===== src/rtl/apb_timer_unit.sv =====
// APB timer: 32-bit up-counter with 8-bit prescaler, compare/auto-reload, sticky MATCH flag and level IRQ.
// Optional one-shot mode is built when TIMER_ONESHOT_EN is defined.
module apb_timer_unit #(
    parameter int APB_ADDR_WIDTH = 32,
    parameter int APB_DATA_WIDTH = 32
) (
    input  logic                      clk_i,
    input  logic                      rst_ni,
    input  logic [APB_ADDR_WIDTH-1:0] paddr_i,
    input  logic [APB_DATA_WIDTH-1:0] pwdata_i,
    input  logic                      pwrite_i,
    input  logic                      psel_i,
    input  logic                      penable_i,
    output logic [APB_DATA_WIDTH-1:0] prdata_o,
    output logic                      pready_o,
    output logic                      pslverr_o,
    output logic                      irq_o
);

    localparam logic [1:0] REG_CTRL   = 2'd0;
    localparam logic [1:0] REG_COUNT  = 2'd1;
    localparam logic [1:0] REG_CMP    = 2'd2;
    localparam logic [1:0] REG_STATUS = 2'd3;

    logic [11:0] offset;
    logic        access;
    logic        addr_ok;
    logic        wr_en;
    logic        rd_en;
    logic        wr_ctrl;
    logic        wr_count;
    logic        wr_cmp;
    logic        wr_status;
    logic [31:0] wdata;
    logic [31:0] rdata;

    logic        en;
    logic        ie;
    logic        oneshot_bit;
    logic        stop;
    logic [7:0]  presc;
    logic [7:0]  presc_cnt;
    logic [31:0] count;
    logic [31:0] cmp;
    logic        match;
    logic        tick;
    logic        count_hit;
    logic        match_set;

    // The bus node has already selected our range, so only the low 12 bits matter.
    generate
        if (APB_ADDR_WIDTH > 12) begin : g_addr_hi
            logic unused_addr_hi;
            assign unused_addr_hi = ^paddr_i[APB_ADDR_WIDTH-1:12];
        end
    endgenerate

    assign offset  = paddr_i[11:0];
    assign wdata   = pwdata_i[31:0];
    assign access  = psel_i & penable_i;
    assign addr_ok = (offset[11:4] == 8'h00) && (offset[1:0] == 2'b00);

    assign wr_en     = access & pwrite_i & addr_ok;
    assign rd_en     = access & ~pwrite_i & addr_ok;
    assign wr_ctrl   = wr_en && (offset[3:2] == REG_CTRL);
    assign wr_count  = wr_en && (offset[3:2] == REG_COUNT);
    assign wr_cmp    = wr_en && (offset[3:2] == REG_CMP);
    assign wr_status = wr_en && (offset[3:2] == REG_STATUS);

    assign tick      = en && (presc_cnt == presc);
    assign count_hit = (count == cmp);
    // A software COUNT write on a tick cycle suppresses the compare.
    assign match_set = tick & count_hit & ~wr_count;

`ifdef TIMER_ONESHOT_EN
    logic oneshot;

    always_ff @(posedge clk_i or negedge rst_ni) begin
        if (!rst_ni) begin
            oneshot <= 1'b0;
        end else if (wr_ctrl) begin
            oneshot <= wdata[3];
        end
    end

    assign oneshot_bit = oneshot;
    assign stop        = match_set & oneshot;
`else
    assign oneshot_bit = 1'b0;
    assign stop        = 1'b0;
`endif

    // A CTRL write in the same cycle as a one-shot stop takes priority.
    always_ff @(posedge clk_i or negedge rst_ni) begin
        if (!rst_ni) begin
            en <= 1'b0;
        end else if (wr_ctrl) begin
            en <= wdata[0];
        end else if (stop) begin
            en <= 1'b0;
        end
    end

    always_ff @(posedge clk_i or negedge rst_ni) begin
        if (!rst_ni) begin
            ie    <= 1'b0;
            presc <= 8'h00;
        end else if (wr_ctrl) begin
            ie    <= wdata[1];
            presc <= wdata[15:8];
        end
    end

    always_ff @(posedge clk_i or negedge rst_ni) begin
        if (!rst_ni) begin
            presc_cnt <= 8'h00;
        end else if (wr_ctrl || !en || tick) begin
            presc_cnt <= 8'h00;
        end else begin
            presc_cnt <= presc_cnt + 8'd1;
        end
    end

    always_ff @(posedge clk_i or negedge rst_ni) begin
        if (!rst_ni) begin
            count <= 32'h0000_0000;
        end else if (wr_count) begin
            count <= wdata;
        end else if (tick) begin
            count <= count_hit ? 32'h0000_0000 : count + 32'd1;
        end
    end

    always_ff @(posedge clk_i or negedge rst_ni) begin
        if (!rst_ni) begin
            cmp <= 32'hFFFF_FFFF;
        end else if (wr_cmp) begin
            cmp <= wdata;
        end
    end

    // Hardware set beats a simultaneous write-one-to-clear.
    always_ff @(posedge clk_i or negedge rst_ni) begin
        if (!rst_ni) begin
            match <= 1'b0;
        end else if (match_set) begin
            match <= 1'b1;
        end else if (wr_status && wdata[0]) begin
            match <= 1'b0;
        end
    end

    always_comb begin
        rdata = 32'h0000_0000;
        if (rd_en) begin
            case (offset[3:2])
                REG_CTRL:   rdata = {16'h0000, presc, 4'h0, oneshot_bit, 1'b0, ie, en};
                REG_COUNT:  rdata = count;
                REG_CMP:    rdata = cmp;
                REG_STATUS: rdata = {31'h0000_0000, match};
                default:    rdata = 32'h0000_0000;
            endcase
        end
    end

    assign prdata_o  = rdata;
    assign pready_o  = 1'b1;
    assign pslverr_o = access & ~addr_ok;
    assign irq_o     = match & ie;

endmodule


===== config.mk =====
export PLATFORM = sky130hd
export DESIGN_NAME = apb_timer_unit
export DESIGN_NICKNAME = d
export VERILOG_FILES = /design/src/rtl/apb_timer_unit.sv
export SDC_FILE = /design/constraint.sdc
export NUM_CORES = 1
export LEC_CHECK = 0
export CAP_MARGIN = 20
export CORE_AREA = 5 5 102 113
export CTS_BUF_LIST = sky130_fd_sc_hd__clkbuf_2
export DETAILED_ROUTE_END_ITERATION = 16
export DIE_AREA = 0 0 107 118
export GPL_TIMING_DRIVEN = 0
export PLACE_DENSITY = 0.83
export RECOVER_POWER = 100
export SYNTH_ARGS = -nofsm -noshare
export SYNTH_HDL_FRONTEND = slang
export SYNTH_SLANG_ARGS = --single-unit

===== constraint.sdc =====
create_clock -name clk_i -period 4.6 [get_ports clk_i]
set_input_delay 1.38 -clock clk_i [delete_from_list [all_inputs] [get_ports clk_i]]
set_output_delay 1.38 -clock clk_i [all_outputs]
set_load 0.02 [all_outputs]

# Word-level counts from Yosys, hierarchy flattened
# Cells that the tools add are included.
[totals] regBits=83 input_bits=69 output_inout_bits=35 word_cells=49
[op_classes] add_sub_neg=2 eq_ne=5 n_mux=8 n_bitwise=12 n_reduce_logical=15
[op_table] operator="$mux 32" n=4
[op_table] operator="$pmux 32 s4" n=1
[op_table] operator="$add 32x1->32 const B" n=1
[op_table] operator="$eq 32x32->1" n=1
[op_table] operator="$and 1x1->1" n=9
[op_table] operator="$add 8x1->8 const B" n=1
[op_table] operator="$eq 8x8->1" n=1
[op_table] operator="$logic_not 8->1" n=1
[op_table] operator="$mux 8" n=1
[op_table] operator="$logic_and 1x1->1" n=7
[op_table] operator="$eq 2x2->1 const B" n=2
[op_table] operator="$logic_not 2->1" n=2
[op_table] operator="$reduce_bool 2->1" n=2
[op_table] operator="$not 1->1" n=3
[op_table] operator="$eq 2x1->1 const B" n=1
[op_table] operator="$logic_or 1x1->1" n=2
[op_table] operator="$mux 1" n=2
[op_table] operator="$logic_not 1->1" n=1

# Longest topological paths before layout
[depth] depth_word=7 mapped_depth=9 mapped_depth_nobuf=8

# Worst setup path after synthesis
# Ideal clock, no wire load.
[synth_path] path_kind="input to output" startpoint="input paddr_i[5]" endpoint="output prdata_o[10]" arrival_ns=2.939 required_time_ns=3.220 slack_ns=0.281 cell_stages=5 path_buffers=1 path_cell_list="or4_1 > nor4_4 > nand2b_1 > clkbuf_1 > nor2_1"
[synth_between] elab_chain_cells=4
[synth_lines] element="start: declaration" line="9" source="input logic [APB_ADDR_WIDTH-1:0] paddr_i,"
[synth_lines] element="$logic_not 8->1" line="61" source="assign addr_ok = (offset[11:4] == 8'h00) && (offset[1:0] == 2'b00);"
[synth_lines] element="$logic_and 1x1->1" line="61"
[synth_lines] element="$and 1x1->1" line="64" source="assign rd_en = access & ~pwrite_i & addr_ok;"
[synth_lines] element="$mux 32" line="155" source="if (rd_en) begin"
[synth_lines] element="end: declaration" line="14" source="output logic [APB_DATA_WIDTH-1:0] prdata_o,"
# Every way passes these cells.

# Worst setup path in the final report
[layout_path] startpoint="input paddr_i[7]" endpoint="output prdata_o[6]"
# The elaborated chain is that of the path after synthesis.

==> flow_summary.json <==
{
  "min-delay-start": "match",
  "p_leak_nw": 3.04,
  "async_flop_share": 1.00,
  "drive_gt1_frac": 0.271,
  "ant_nets": 0,
  "ys_ff_latch": 83,
  "cts.path.max_buffers": 2,
  "cts_tree": "built",
  "max-cap-violations": 1,
  "core_region_area_mm2": 0.0102,
  "timing.rr.start": "count[27]",
  "fmax_ghz": 0.217,
  "synth_cell_type_count": 53,
  "fp.dieH_um": 118,
  "dp.cells": 809,
  "cpLargestDelayFamily": "simple AND/OR/NAND/NOR gates",
  "vias_per_cell": 6.15,
  "r2r_slack_ns": 1.39,
  "avgSynthCellArea_um2": 8.91,
  "hp-class": "reg2reg",
  "initial_core_util": 0.526,
  "fin_crit_sh": 1.00,
  "stdcell_count": 831,
  "cp-startpoint": "paddr_i[7]",
  "cts-root-buf": "clkbuf_2",
  "cp_cell_sequence": "clkdlybuf4s50_1 -> or4_4 -> nor4_4 -> nand2b_4 -> buf_12 -> nor2_2 -> buf_4",
  "grt_pass1_wl_um": 26800,
  "grt_start_max_net_pins": 63,
  "path_class": "in2out",
  "syn2layout_area_growth_pct": 27.1,
  "period_needed_ns": 4.60,
  "ys_warn_count": 0,
  "die_area_mm2": 0.0126,
  "maxSlewHeadroom": -0.0262,
  "num-nets-final": 774,
  "mappedNetlistNets": 676,
  "hold_depth": 2,
  "clock-sinks": 83,
  "globalplace.congestion": 0.939,
  "ff2ff_path_depth": 9,
  "fp-row-count": 39,
  "cts_made_buffers": 9,
  "clk_pin_slew_ns": 0.21,
  "crit_fanout": 8,
  "crit_cells": 7,
  "skew_ns": 0.0549,
  "max_stage_delay_ns": 0.44,
  "cp_slowest_cell": "or4_4",
  "slew_viol_final": 63,
  "hold_violations": 0,
  "drtIter0Drc": 453,
  "powerDensity_mw_per_mm2": 203,
  "final_util": 0.669,
  "grtUsageTotal": 0.274,
  "fillers": 816,
  "ios": 104,
  "synth-edff-count": 0,
  "cp.required_ns": 3.22,
  "finalPower_w": 0.00139,
  "routedWlPerCell_um": 21.1,
  "tightest_slew_ns": 1.54,
  "crit_path_end_kind": "output port",
  "seq_area_frac_synth": 0.393,
  "multi_input_comb_area_mm2": 0.00323,
  "cp_num_buf_inv": 3,
  "wl_um": 17500,
  "insertion_delay_ns": 0.58,
  "crit_arrival_ns": 3.22,
  "cp-start-kind": "primary input",
  "grt_pass1_vias": 5034,
  "htreeDepth": 3,
  "setup_viol": 0,
  "syn-cell-area_mm2": 0.00539,
  "yosys_most_used_dff": "dfrtp_1",
  "syn_inst": 605,
  "place_ws_ns": -0.852,
  "violations": "capacitance limit, slew limit",
  "die_width_um": 107,
  "drtPass1Iterations": 5,
  "regArea_mm2": 0.00212,
  "overflow": 0,
  "status": "complete, but fails checks",
  "diodes": 0,
  "detailed_place_hpwl_um": 12400,
  "postCtsHoldBufs": 0,
  "port-buffer-count": 80,
  "final.setup.worst_slack_ns": 0.00173,
  "vdd_drop_max_v": 0.000135,
  "via_count": 5109,
  "drcViolationCount": 0,
  "grt_antenna_before_repair": 0
}
==> registers in the layout, indices dropped and copies added, names as in the netlist <==
| register | cells |
|---|---|
| cmp | 32 |
| count | 32 |
| presc | 8 |
| presc_cnt | 8 |
| en | 1 |
| ie | 1 |
| match | 1 |
==> through the flow <==
stage,hold WS [ns],area (um2),TNS (ns)
floorplan,0.446,5390,0
global placement,0.480,6350,-65.72
CTS,0.523,6550,-0.717
global route,0.553,6850,-0.226
detailed placement,0.476,6370,-24.79
finish,0.518,6850,0
==> cells by family after synthesis <==
logic type | after synthesis | share of synthesized area
fa+ha+maj | 2 | 0.00464
xor+xnor | 46 | 0.0747
flops | 83 | 0.393
buf+inv | 59 | 0.0497
compound gates | 129 | 0.141
simple gates | 232 | 0.207
mux | 53 | 0.130
other cells | 1 | 0.000696
==> worst paths after layout <==
check                         endpoint
max                        prdata_o[6]
min in group asynchronous    count[21]
max in group asynchronous    count[13]
min reg2reg                      match
min                              match
max reg2reg                  count[16]
==> worst min-delay path, stage by stage, from the launching register on <==
cell and delay (ns):
dfrtp_1 0.41, nand2_1 0.05, nand2_1 0.05
==> per-layer routing <==
layer	track usage	part of all wire	vias to the layer above
li1	-	-	2328
met1	0.333	0.39	2498
met2	0.466	0.51	234
met3	0.0647	0.071	49
met4	0.107	0.025	0
met5	0	0	-
==> what timing repair did <==
| item | in CTS | in global routing |
|---|---|---|
| pin swaps | 3 | 13 |
| buffers inserted | 2 | 1 |
| resized for setup | 186 | 87 |
| setup endpoints to repair | 33 | 32 |
| gates cloned | 2 | 1 |
==> final cells by class <==
cell class / instances / share of cell area
repair buffers: 87 / 0.133
flip-flops and latches: 83 / 0.309
plain buffers: 48 / 0.0409
well taps: 123 / 0.0225
clock buffers: 10 / 0.00730
clock inverters: 6 / 0.00950
inverters: 11 / 0.00603
multi-input cells: 463 / 0.472
==> where the power goes <==
group | total [W] | switching, W | internal (W)
sequential | 0.000746 | 0.00000713 | 0.000739
combinational | 0.000243 | 0.000149 | 0.0000942
clock | 0.000401 | 0.000272 | 0.000129
total | 0.00139 | 0.000428 | 0.000962
==> synth_stat cells (24+ instances only) <==
| cell | number | area [um2] |
|---|---|---|
| nor2_1 | 101 | 379 |
| a21oi_1 | 53 | 265 |
| dfrtp_1 | 51 | 1280 |
| nand2_1 | 38 | 143 |
| xor2_1 | 37 | 324 |
| dfstp_2 | 32 | 841 |
| a22oi_1 | 30 | 225 |
| o21ai_0 | 30 | 150 |
| clkbuf_1 | 29 | 109 |
| mux2_4 | 28 | 420 |
| nand3_1 | 24 | 120 |
==> cell usage in the layout (no fill, tap or decap), types with 13 or more instances in the layout <==
master and n:
a21oi_1 53, a22oi_1 30, buf_2 13, buf_6 30
clkbuf_1 27, clkdlybuf4s50_1 39, dfrtp_1 51, dfstp_2 32
mux2_2 13, mux2_4 28, nand2_1 38, nand3_1 24
nor2_1 71, nor2_4 27, nor3_1 13, o21ai_0 30
xor2_1 37
No activity file was read; power rests on OpenSTA's default activity.
